[config.mk]
export PLATFORM = sky130hd
export DESIGN_NAME = multicycle_controller
export DESIGN_NICKNAME = d
export VERILOG_FILES = /design/src/rtl/multicycle_controller.sv
export SDC_FILE = /design/constraint.sdc
export NUM_CORES = 1
export LEC_CHECK = 0
export BUFFER_PORTS_ARGS = -buffer_cell sky130_fd_sc_hd__buf_2
export CAP_MARGIN = 20
export CORE_MARGIN = 2
export CORE_UTILIZATION = 36
export CTS_CLUSTER_DIAMETER = 80
export DETAILED_ROUTE_END_ITERATION = 8
export HOLD_SLACK_MARGIN = 0.1
export PLACE_DENSITY = 0.87
export REMOVE_ABC_BUFFERS = 1
export SYNTH_ARGS = -nofsm -noshare
export SYNTH_HDL_FRONTEND = slang
export SYNTH_SLANG_ARGS = --single-unit
export TNS_END_PERCENT = 20
[constraint.sdc]
create_clock -name clk -period 2.1 [get_ports clk]
set_input_delay 0.105 -clock clk [delete_from_list [all_inputs] [get_ports clk]]
set_output_delay 0.105 -clock clk [all_outputs]
set_load 0.005 [all_outputs]
[src/rtl/multicycle_controller.sv]
// multicycle_controller: Moore FSM sequencing a shared-ALU multi-cycle
// RV32I subset datapath (addi, bne, lw, sw) over one handshaked memory port.
//
// Ports:
//   clk, rst          rising-edge clock, async active-high reset
//   instr, EQ         instruction register contents, ALU zero flag
//   mem_ready         memory finished the current access this cycle
//   mem_req, mem_we   memory request / write qualifier
//   IRWrite, PCWrite  IR (and OldPC) load, PC update enable
//   PCsrc             0 = PC+4, 1 = branch target
//   RegWrite          register-file write enable
//   ALUsrc, ImmSrc    ALU B select, immediate format (00 I, 01 S, 10 B)
//   ALUctrl           000 add, 001 sub
//   ResultSrc         0 ALU result, 1 memory read data
//   halted            controller sits in TRAP
//   cycle_count,
//   instr_count       performance counters, tied to 0 unless the
//                     macro MULTICYCLE_PERF_CNT_EN is defined
module multicycle_controller #(
    parameter int DATA_WIDTH = 32,
    parameter int STATE_W    = 4
) (
    input  logic                  clk,
    input  logic                  rst,
    input  logic [DATA_WIDTH-1:0] instr,
    input  logic                  EQ,
    input  logic                  mem_ready,
    output logic                  mem_req,
    output logic                  mem_we,
    output logic                  IRWrite,
    output logic                  PCWrite,
    output logic                  PCsrc,
    output logic                  RegWrite,
    output logic                  ALUsrc,
    output logic [1:0]            ImmSrc,
    output logic [2:0]            ALUctrl,
    output logic                  ResultSrc,
    output logic                  halted,
    output logic [31:0]           cycle_count,
    output logic [31:0]           instr_count
);

    typedef enum logic [STATE_W-1:0] {
        FETCH,
        DECODE,
        EXEC_I,
        ALU_WB,
        EXEC_B,
        MEM_ADDR,
        MEM_ACC,
        MEM_WB,
        TRAP
    } state_t;

    state_t state_q, state_d;

    logic [6:0] opcode;
    logic [2:0] funct3;
    logic       is_addi, is_bne, is_lw, is_sw, is_store;

    assign opcode  = instr[6:0];
    assign funct3  = instr[14:12];
    assign is_addi = (opcode == 7'b0010011) && (funct3 == 3'b000);
    assign is_bne  = (opcode == 7'b1100011) && (funct3 == 3'b001);
    assign is_lw   = (opcode == 7'b0000011) && (funct3 == 3'b010);
    assign is_sw   = (opcode == 7'b0100011) && (funct3 == 3'b010);
    // Only lw/sw reach the memory states, so the opcode alone picks the side.
    assign is_store = (opcode == 7'b0100011);

    logic unused_instr;
    assign unused_instr = ^{instr[DATA_WIDTH-1:15], instr[11:7]};

    always_ff @(posedge clk or posedge rst) begin
        if (rst) begin
            state_q <= FETCH;
        end else begin
            state_q <= state_d;
        end
    end

    always_comb begin
        state_d   = state_q;
        mem_req   = 1'b0;
        mem_we    = 1'b0;
        IRWrite   = 1'b0;
        PCWrite   = 1'b0;
        PCsrc     = 1'b0;
        RegWrite  = 1'b0;
        ALUsrc    = 1'b0;
        ImmSrc    = 2'b00;
        ALUctrl   = 3'b000;
        ResultSrc = 1'b0;
        halted    = 1'b0;
        case (state_q)
            FETCH: begin
                mem_req = 1'b1;
                if (mem_ready) begin
                    IRWrite = 1'b1;
                    PCWrite = 1'b1;
                    state_d = DECODE;
                end
            end
            DECODE: begin
                if (is_addi) begin
                    state_d = EXEC_I;
                end else if (is_bne) begin
                    state_d = EXEC_B;
                end else if (is_lw || is_sw) begin
                    state_d = MEM_ADDR;
                end else begin
                    state_d = TRAP;
                end
            end
            EXEC_I: begin
                ALUsrc  = 1'b1;
                state_d = ALU_WB;
            end
            ALU_WB: begin
                RegWrite = 1'b1;
                state_d  = FETCH;
            end
            EXEC_B: begin
                // Compare via subtract; target adder works from OldPC.
                ALUctrl = 3'b001;
                ImmSrc  = 2'b10;
                PCsrc   = ~EQ;
                PCWrite = ~EQ;
                state_d = FETCH;
            end
            MEM_ADDR: begin
                ALUsrc  = 1'b1;
                ImmSrc  = is_store ? 2'b01 : 2'b00;
                state_d = MEM_ACC;
            end
            MEM_ACC: begin
                mem_req = 1'b1;
                mem_we  = is_store;
                if (mem_ready) begin
                    state_d = is_store ? FETCH : MEM_WB;
                end
            end
            MEM_WB: begin
                RegWrite  = 1'b1;
                ResultSrc = 1'b1;
                state_d   = FETCH;
            end
            TRAP: begin
                halted  = 1'b1;
                state_d = TRAP;
            end
            default: state_d = FETCH;
        endcase
    end

`ifdef MULTICYCLE_PERF_CNT_EN
    logic [31:0] cyc_q, cyc_d;
    logic [31:0] ins_q, ins_d;
    logic        retire;

    // MEM_ACC only returns to FETCH for a completed store.
    assign retire = (state_d == FETCH) &&
                    ((state_q == ALU_WB) || (state_q == EXEC_B) ||
                     (state_q == MEM_ACC) || (state_q == MEM_WB));

    assign cyc_d = (state_q != TRAP) ? cyc_q + 32'd1 : cyc_q;
    assign ins_d = retire ? ins_q + 32'd1 : ins_q;

    always_ff @(posedge clk or posedge rst) begin
        if (rst) begin
            cyc_q <= 32'd0;
            ins_q <= 32'd0;
        end else begin
            cyc_q <= cyc_d;
            ins_q <= ins_d;
        end
    end

    assign cycle_count = cyc_q;
    assign instr_count = ins_q;
`else
    assign cycle_count = 32'd0;
    assign instr_count = 32'd0;
`endif

endmodule
==> results of run 1 <==
## cells by family (layout without fill, tap and decap cells)
| family | count (synthesis) | count (layout) | synth area share |
|---|---|---|---|
| buf+inv | 74 | 33 | 0.558 |
| simple gates | 34 | 34 | 0.223 |
| compound gates | 13 | 13 | 0.112 |
| flops | 4 | 4 | 0.103 |
| other cells | 1 | 66 | 0.00386 |
## tightest hold or removal path: stages
cell,delay [ps]
buf_2,120
nand4_1,100
o2bb2a_4,160
## worst max-delay path by stage
stage                        end
after floorplan           ALUsrc
after global placement    ALUsrc
after detailed placement  ALUsrc
after CTS                 ALUsrc
after global routing      ALUsrc
final                     ALUsrc
## synth_stat cells (2+ instances only)
master	n	share of area
inv_2	3	0.012
nand3_1	3	0.015
nor4_1	2	0.013
a31oi_1	2	0.013
nand2_1	5	0.019
or2_1	2	0.013
nor3_1	3	0.015
buf_4	68	0.53
o21ai_0	2	0.010
dfrtp_1	4	0.10
nor2_1	7	0.027
a21oi_1	3	0.015
## power by group through the flow
stage               Combinational [W]  Clock (W)  Sequential, W
floorplan                    0.000198          0       0.000124
global placement             0.000270          0       0.000132
detailed placement           0.000274          0       0.000132
CTS                          0.000277  0.0000946       0.000131
global route                 0.000311  0.0000975       0.000135
finish                       0.000278  0.0000888       0.000132
## layer usage
layer,vias up,GRT usage,wire length [um],share of wire
met5,-,0,0,0
met4,0,0.0408,0,0
met3,0,0.0163,198,0.13
met2,60,0.124,761,0.51
met1,301,0.0987,533,0.36
li1,340,-,-,-
## through the flow
stage               setup WS, ps  area (um^2)  instances  power, W
floorplan                    889          688        121  0.000322
global placement             685          851        176  0.000401
detailed placement           697          851        176  0.000405
CTS                          446          883        180  0.000502
global route                 340          883        180  0.000543
finish                       441          883        180  0.000498
## layout make-up
| class | instances | area [um^2] | area share |
|---|---|---|---|
| Sequential cell | 4 | 100 | 0.113 |
| Timing Repair Buffer | 26 | 135 | 0.153 |
| Inverter | 4 | 15.0 | 0.0170 |
| Multi-Input combinational cell | 113 | 573 | 0.649 |
| Clock buffer | 3 | 22.5 | 0.0255 |
| Tap cell | 30 | 37.5 | 0.0425 |
==> results.toml, run 1 <==
[outcome]
status = "finished, final reports clean"

[global_route]
grt_overflow = 0
grt_usage = 0.0780
grt_pass1_wl_um = 1950
antenna_found_initial = 0
grt_pass1_vias = 423
grt_max_degree = 11

[setup_path]
slowest_delay_ps = 540
worstPathMaxFanout = 9
cp-end-kind = "primary output"
timing.rr.end = "state_q[0]"
crit_cells = 4
r2r-start = "state_q[2]"
arrival_ps = 1550
crit_family = "flip-flops"
crit_required_ps = 2000
cp_cell_sequence = "inv_2 -> or3_1 -> a21oi_1 -> buf_2"
crit_start = "state_q[1]"
path_buf_inv = 2
critPathSlowestCell = "dfrtp_1"
path_class = "flop to primary output"
start_kind = "flop"
r2r_slack_ps = 730
ff2ff_path_depth = 4

[power]
comb_power_share = 0.557
p_sw_w = 0.000214
swShare = 0.429
seqPwrFrac = 0.265
powerDensity_nw_per_um2 = 564
internal_power_w = 0.000284
power.share.clock = 0.178
p_leak_nw = 0.515
peakVddDrop_uv = 240

[floorplan]
rows = 18
io_pins = 114
die_area_um2 = 3130
core_um2 = 2520
die_y_um = 55.9
initial_utilization = 0.385
die_w_um = 55.9

[final_layout]
nFillCells = 269
largest_register_ffs = 4
areaGrowthSynthToFinish_pct = -9.02
final_common_cell = "conb_1"
nets = 188
post-route-util = 0.350
antenna_cells = 0
final_cell_mix = "66 x conb_1, 25 x buf_2, 7 x nor2_1"
biggestRegsByFlops = "state_q x4"
top_register = "state_q"
drive_gt1_frac = 0.253

[placed_design]
port_buffers = 25
place_congestion = 0.874
place_hpwl_um = 1320

[sta]
rsz0062_at_grt = "false"
timing.final.hold_violations = 0
fmax_mhz = 603
hold_ws_ps = 296
setup-tns-final_ps = 0
fin_crit_ps = 1660
clock_skew_ps = 1.43
drv_slew = 0
finalCritPeriodShare = 0.790
setup_viol = 0

[synth]
ys_ff_latch = 4
synth-edff-count = 0
synth-seq-area-share = 0.103
synth_ff_type = "dfrtp_1"
syn_avg_cell_area_um2 = 7.71
syn_area_um2 = 971
async_reset_ff_frac = 1.00
ys_types = 34
yosys_warnings = 0
synth_cells = 126

[clock_tree]
post_cts_buffers = 0
cts.clk_slew.worst_paths_ps = 30
cts_inserted_buffers = 3
htree_num_levels = 1
post_cts_resized = 0
clk_latency_ps = 230
cts-root-buf = "clkbuf_4"
clk_path_buf_depth = 2
cts_tree = "done"
clock-sinks = 4
hold_buffers = 1

[routing]
num_vias = 701
drt_iter0_drc = 23
wl_per_cell_um = 8.29
routed_via_density = 3.89
drt_pass1_iterations = 4
ant_nets = 0
drt-total-wl_um = 1490
drc = 0

[hold_path]
hold_path_depth = 3
hp-start = "instr[13]"
hp-class = "input port to flop"
hold_path_end = "state_q[0]"

[flow_run]
max-cap-violations = 0
Note: power is estimated with default switching activity, not from simulation.
==> run 2, diff against run 1 <==
--- a/config.mk
+++ b/config.mk
@@ -5,14 +5,15 @@
 export SDC_FILE = /design/constraint.sdc
 export NUM_CORES = 1
 export LEC_CHECK = 0
+export ABC_AREA = 1
 export BUFFER_PORTS_ARGS = -buffer_cell sky130_fd_sc_hd__buf_2
 export CAP_MARGIN = 20
 export CORE_MARGIN = 2
-export CORE_UTILIZATION = 36
+export CORE_UTILIZATION = 30
 export CTS_CLUSTER_DIAMETER = 80
 export DETAILED_ROUTE_END_ITERATION = 8
 export HOLD_SLACK_MARGIN = 0.1
-export PLACE_DENSITY = 0.87
+export PLACE_DENSITY = 0.78
 export REMOVE_ABC_BUFFERS = 1
 export SYNTH_ARGS = -nofsm -noshare
 export SYNTH_HDL_FRONTEND = slang
==> constraint.sdc (replaced) <==
create_clock -name clk -period 1.5 [get_ports clk]
set_input_delay 0.075 -clock clk [delete_from_list [all_inputs] [get_ports clk]]
set_output_delay 0.075 -clock clk [all_outputs]
set_load 0.005 [all_outputs]
==> results.toml, run 2 <==
[synth]
synthAdderAreaFrac = 0
syn_avg_cell_area_um2 = 6.48
yosys-mux-area-fraction = 0
synth_cells = 146
netlist.area_leader.share = 0.532
synth_compound_area_frac = 0.0265
synth-edff-count = 0
async_reset_ff_frac = 1.00
synth_most_common_cell = "buf_4"
synth_top_area_cell = "buf_4"
synth-seq-area-share = 0.106
synth_top_family_by_area = "buffers and inverters"
syn_area_um2 = 946
yosys_warnings = 0
yosys.area_share.simple = 0.276
synth_xor_area_frac = 0
synth_ff_type = "dfrtp_1"
ys_ff_latch = 4
ys_types = 19
synthTopCellsByArea = "buf_4 53%, dfrtp_1 11%, nand2_1 8.3%"
synthTopCellsByCount = "67 x buf_4, 21 x nand2_1, 13 x nor2_1"

[final_layout]
nets = 211
top_register = "state_q"
drive_gt1_frac = 0.202
finalNonFillerCells = 217
antenna_cells = 0
final_common_cell = "conb_1"
nFillCells = 337
largest_register_ffs = 4
biggestRegsByFlops = "state_q x4"
post-route-util = 0.297
final_cell_mix = "66 x conb_1, 25 x buf_2, 21 x nand2_1"
areaGrowthSynthToFinish_pct = -4.89

[placed_design]
port_buffers = 25
dp_cells = 213
place_hpwl_um = 1340
place_congestion = 0.786

[clock_tree]
cts.clk_slew.worst_paths_ps = 40
cts_inserted_buffers = 3
clock-sinks = 4
post_cts_resized = 0
clk_latency_ps = 240
cts-root-buf = "clkbuf_4"
post_cts_buffers = 0
cts_tree = "done"
htree_num_levels = 1
clk_path_buf_depth = 2

[outcome]
status = "finished, final reports clean"

[sta]
timing.final.hold_violations = 0
drv_slew = 0
fmax_mhz = 696
fin_crit_ps = 1440
rsz0062_at_grt = "true"
finalCritPeriodShare = 0.958
setup_viol = 0
clock_skew_ps = 2.74

[routing]
num_vias = 734
routed_via_density = 3.38
ant_nets = 0
drt-total-wl_um = 1460
wl_per_cell_um = 6.73
route.met2.wl_um = 749
routed.top_layer = "met4"
drc = 0
drt-met1-wl_um = 508
drt_pass1_iterations = 4
dr_wl_met3_um = 185
drt_iter0_drc = 10

[setup_path]
cpMostUsedCell = "inv_2"
r2r-start = "state_q[3]"
cp_cell_sequence = "inv_2 -> nand2_1 -> nor3_4 -> inv_2 -> nor2_1 -> buf_2"
ff2ff_path_depth = 7
r2r_slack_ps = 170
start_kind = "flop"
critPathSlowestCell = "dfrtp_1"
timing.rr.end = "state_q[0]"
path_class = "flop to primary output"
worstPathMaxFanout = 6
crit_required_ps = 1420
cp-end-kind = "primary output"
arrival_ps = 1360
slowest_delay_ps = 380

[power]
internal_power_w = 0.000344
p_sw_w = 0.000289
seqPwrFrac = 0.258
p_leak_nw = 0.590
power.share.clock = 0.218
swShare = 0.456
comb_power_share = 0.524
total_power_w = 0.000633
powerDensity_nw_per_um2 = 704
peakVddDrop_uv = 188

[global_route]
grt_overflow = 0
grt_max_degree = 8
grt_pass1_vias = 516
grt_pass1_wl_um = 1990
antenna_found_initial = 0
grt_usage = 0.0735

[floorplan]
die_area_um2 = 3620
io_pins = 114
die_w_um = 60.2
initial_utilization = 0.312
core_um2 = 3030
rows = 20
die_y_um = 60.2

[flow_run]
max-cap-violations = 0

[hold_path]
hp-class = "input port to flop"
hold_path_end = "state_q[2]"
hp-start = "mem_ready"
hold_path_depth = 4
## run 2: changes by cell type after synthesis, moves of 2 or more
cell and change:
a31oi_1 -2, inv_1 +9, nand2_1 +16, nand3_1 +4
nor2_1 +6, nor3_1 +5, o21ai_0 -2
## run 2: critical path: cells and delay by family, from the launching register on
kind | cells | cell delay, ps
buffers and inverters | 3 | 260
and+or+nand+nor | 3 | 480
DFF | 1 | 380
## run 2: logic make-up after synthesis
| family | count (synthesis) |
|---|---|
| other cells | 1 |
| compound gates | 4 |
| buf+inv | 81 |
| flops | 4 |
| simple gates | 56 |
## run 2: per-stage QoR
stage / hold WS, ps / setup slack [ps] / instance area (um^2) / TNS, ps
finish: 149 / 63.5 / 900 / 0
global route: 195 / -35.5 / 900 / -103
CTS: 148 / 38.2 / 900 / 0
detailed placement: -35.4 / 164 / 867 / 0
global placement: -43.9 / 198 / 867 / 0
floorplan: -159 / 303 / 687 / 0
## run 2: repair_timing
action | in CTS | in global routing
hold buffers | 1 | 0
endpoints found under the hold margin | 4 | 0
setup endpoints to repair | 0 | 3
## run 2: cell type report
type | instances | area, um^2 | area share
multi-input cells | 126 | 534 | 0.594
repair buffers | 26 | 135 | 0.150
flip-flops and latches | 4 | 100 | 0.111
well taps | 44 | 55.1 | 0.0612
inverters | 14 | 52.6 | 0.0584
clock buffers | 3 | 22.5 | 0.0250
## run 2: routing by layer
layer | up-vias | track usage
li1 | 374 | -
met1 | 303 | 0.0775
met2 | 55 | 0.132
met3 | 2 | 0.0260
met4 | 0 | 0.0286
met5 | - | 0
## run 2: worst max-delay path by stage
stage                from         end  slack [ps]  cells past startpoint
2_1_floorplan  state_q[3]  state_q[0]         300                      7
3_3_place_gp   state_q[3]  state_q[0]         200                      7
3_5_place_dp   state_q[3]  state_q[0]         160                      7
4_1_cts        state_q[3]     PCWrite          40                      5
5_1_grt        state_q[3]      ALUsrc         -40                      6
6_report       state_q[3]      mem_we          60                      6
## run 2: power by group through the flow
stage	clock network, W	logic (W)	registers, W
after CTS	0.000139	0.000335	0.000164
after detailed placement	0	0.000331	0.000165
final	0.000138	0.000332	0.000163
after global routing	0.000138	0.000381	0.000165
after global placement	0	0.000322	0.000164
after floorplan	0	0.000227	0.000162
==> run 3, diff against run 2 <==
--- a/config.mk
+++ b/config.mk
@@ -8,6 +8,7 @@
 export ABC_AREA = 1
 export BUFFER_PORTS_ARGS = -buffer_cell sky130_fd_sc_hd__buf_2
 export CAP_MARGIN = 20
+export CORE_ASPECT_RATIO = 1.4
 export CORE_MARGIN = 2
 export CORE_UTILIZATION = 30
 export CTS_CLUSTER_DIAMETER = 80
@@ -15,6 +16,7 @@
 export HOLD_SLACK_MARGIN = 0.1
 export PLACE_DENSITY = 0.78
 export REMOVE_ABC_BUFFERS = 1
+export SETUP_SLACK_MARGIN = 0.1
 export SYNTH_ARGS = -nofsm -noshare
 export SYNTH_HDL_FRONTEND = slang
 export SYNTH_SLANG_ARGS = --single-unit
==> results.toml, run 3 (synthesis gave the netlist of run 2 again) <==
[hold_path]
hp-start = "mem_ready"
hp-class = "input port to flop"
hold_path_depth = 4
hold_path_end = "state_q[1]"

[final_layout]
drive_gt1_frac = 0.249
biggestRegsByFlops = "state_q x4"
nets = 215
final_common_cell = "conb_1"
final_cell_mix = "66 x conb_1, 25 x buf_2, 20 x nand2_1"
top_register = "state_q"
nFillCells = 347
largest_register_ffs = 4
areaGrowthSynthToFinish_pct = 2.38
antenna_cells = 0

[floorplan]
die_w_um = 51.5
core_um2 = 3060
die_y_um = 70.4
initial_utilization = 0.309
die_area_um2 = 3620
io_pins = 114
rows = 24

[clock_tree]
cts_tree = "done"
cts-root-buf = "clkbuf_8"
cts_inserted_buffers = 3
clk_path_buf_depth = 2
clock-sinks = 4
clk_latency_ps = 230
cts.clk_slew.worst_paths_ps = 30
htree_num_levels = 1

[global_route]
grt_max_degree = 8
grt_pass1_vias = 539
grt_usage = 0.0843
grt_overflow = 0
antenna_found_initial = 0
grt_pass1_wl_um = 2190

[routing]
routed_via_density = 3.62
drt_pass1_iterations = 4
wl_per_cell_um = 7.49
num_vias = 782
drt-total-wl_um = 1620
drc = 0
ant_nets = 0
drt_iter0_drc = 11

[setup_path]
cpMostUsedCell = "inv_2"
crit_required_ps = 1420
r2r_slack_ps = 210
critPathSlowestCell = "dfrtp_1"
crit_family = "simple AND/OR/NAND/NOR gates"
arrival_ps = 1340
cp-end-kind = "primary output"
timing.rr.end = "state_q[0]"
path_class = "flop to primary output"
worstPathMaxFanout = 6
slowest_delay_ps = 380
path_buf_inv = 3
r2r-start = "state_q[3]"
start_kind = "flop"
cp_cell_sequence = "inv_2 -> nand2_4 -> nor3_4 -> inv_2 -> nor2_1 -> buf_2"
ff2ff_path_depth = 7

[sta]
hold_ws_ps = 158
timing.final.hold_violations = 0
setup_viol = 0
rsz0062_at_grt = "true"
fmax_mhz = 707
fin_ws_ps = 85.5
clock_skew_ps = 2.70
fin_crit_ps = 1410
setup-tns-final_ps = 0
drv_slew = 0
finalCritPeriodShare = 0.943

[power]
peakVddDrop_uv = 301
powerDensity_nw_per_um2 = 833
p_leak_nw = 0.627

[placed_design]
port_buffers = 25
place_ws_ps = 182
place_hpwl_um = 1340
place_congestion = 0.850

[flow_run]
max-cap-violations = 0

[outcome]
status = "finished, final reports clean"
## run 3: changes by cell type in the layout (fill, tap and decap cells not counted), sizes merged
cell  change
buf       +4
## run 3: worst reg2reg max path: stages, from the launching register on
cell and delay [ps]:
dfrtp_1 380, inv_2 110, nand2_4 90, nor3_4 260
inv_2 70, nand2_2 60, nand2_1 80, a21boi_1 140
## run 3: stage by stage
stage / cell area [um^2] / total power (W) / cells / utilization
final: 968 / 0.000807 / 216 / 0.316
after global routing: 968 / 0.000879 / 216 / 0.316
after CTS: 917 / 0.000743 / 212 / 0.299
after detailed placement: 861 / 0.000495 / 208 / 0.281
after global placement: 861 / 0.000487 / 208 / 0.281
after floorplan: 687 / 0.000389 / 144 / -
## run 3: layer usage
metal  track usage  vias up  wire length, um
met2         0.147       61              839
met4        0.0877        0               65
met5             0        -                0
met3        0.0214        5              219
met1        0.0707      333              493
li1              -      383                -
## run 3: cell type report
type / count / area [um^2] / share of cell area
Multi-Input combinational cell: 126 / 557 / 0.575
Tap cell: 39 / 48.8 / 0.0504
Sequential cell: 4 / 101 / 0.105
Inverter: 14 / 55.1 / 0.0568
Clock buffer: 3 / 41.3 / 0.0426
Timing Repair Buffer: 30 / 165 / 0.171
## run 3: worst max path at each step
| stage | from | end | slack (ps) | cells after the start |
|---|---|---|---|---|
| CTS | state_q[3] | ALUsrc | 60 | 6 |
| global route | state_q[3] | mem_we | 8 | 6 |
| finish | state_q[3] | mem_we | 90 | 6 |
| detailed placement | state_q[3] | state_q[2] | 180 | 8 |
| floorplan | state_q[3] | state_q[0] | 300 | 7 |
| global placement | state_q[3] | state_q[0] | 210 | 7 |
## run 3: power by group
| group | total (W) | leakage, nW | switching (W) | internal (W) |
|---|---|---|---|---|
| clock network | 0.000238 | 0.0216 | 0.0000665 | 0.000172 |
| registers | 0.000168 | 0.0514 | 0.0000295 | 0.000138 |
| logic | 0.000401 | 0.554 | 0.000242 | 0.000159 |
| total | 0.000807 | 0.627 | 0.000338 | 0.000469 |
## run 3: timing repair
| action | 4_1_cts | 5_1_grt |
|---|---|---|
| buffers inserted | 0 | 4 |
| pin swaps | 0 | 2 |
| hold buffers | 1 | 0 |
| setup endpoints to repair | 3 | 9 |
| hold endpoints to repair | 4 | 0 |
| gates resized for setup | 1 | 6 |
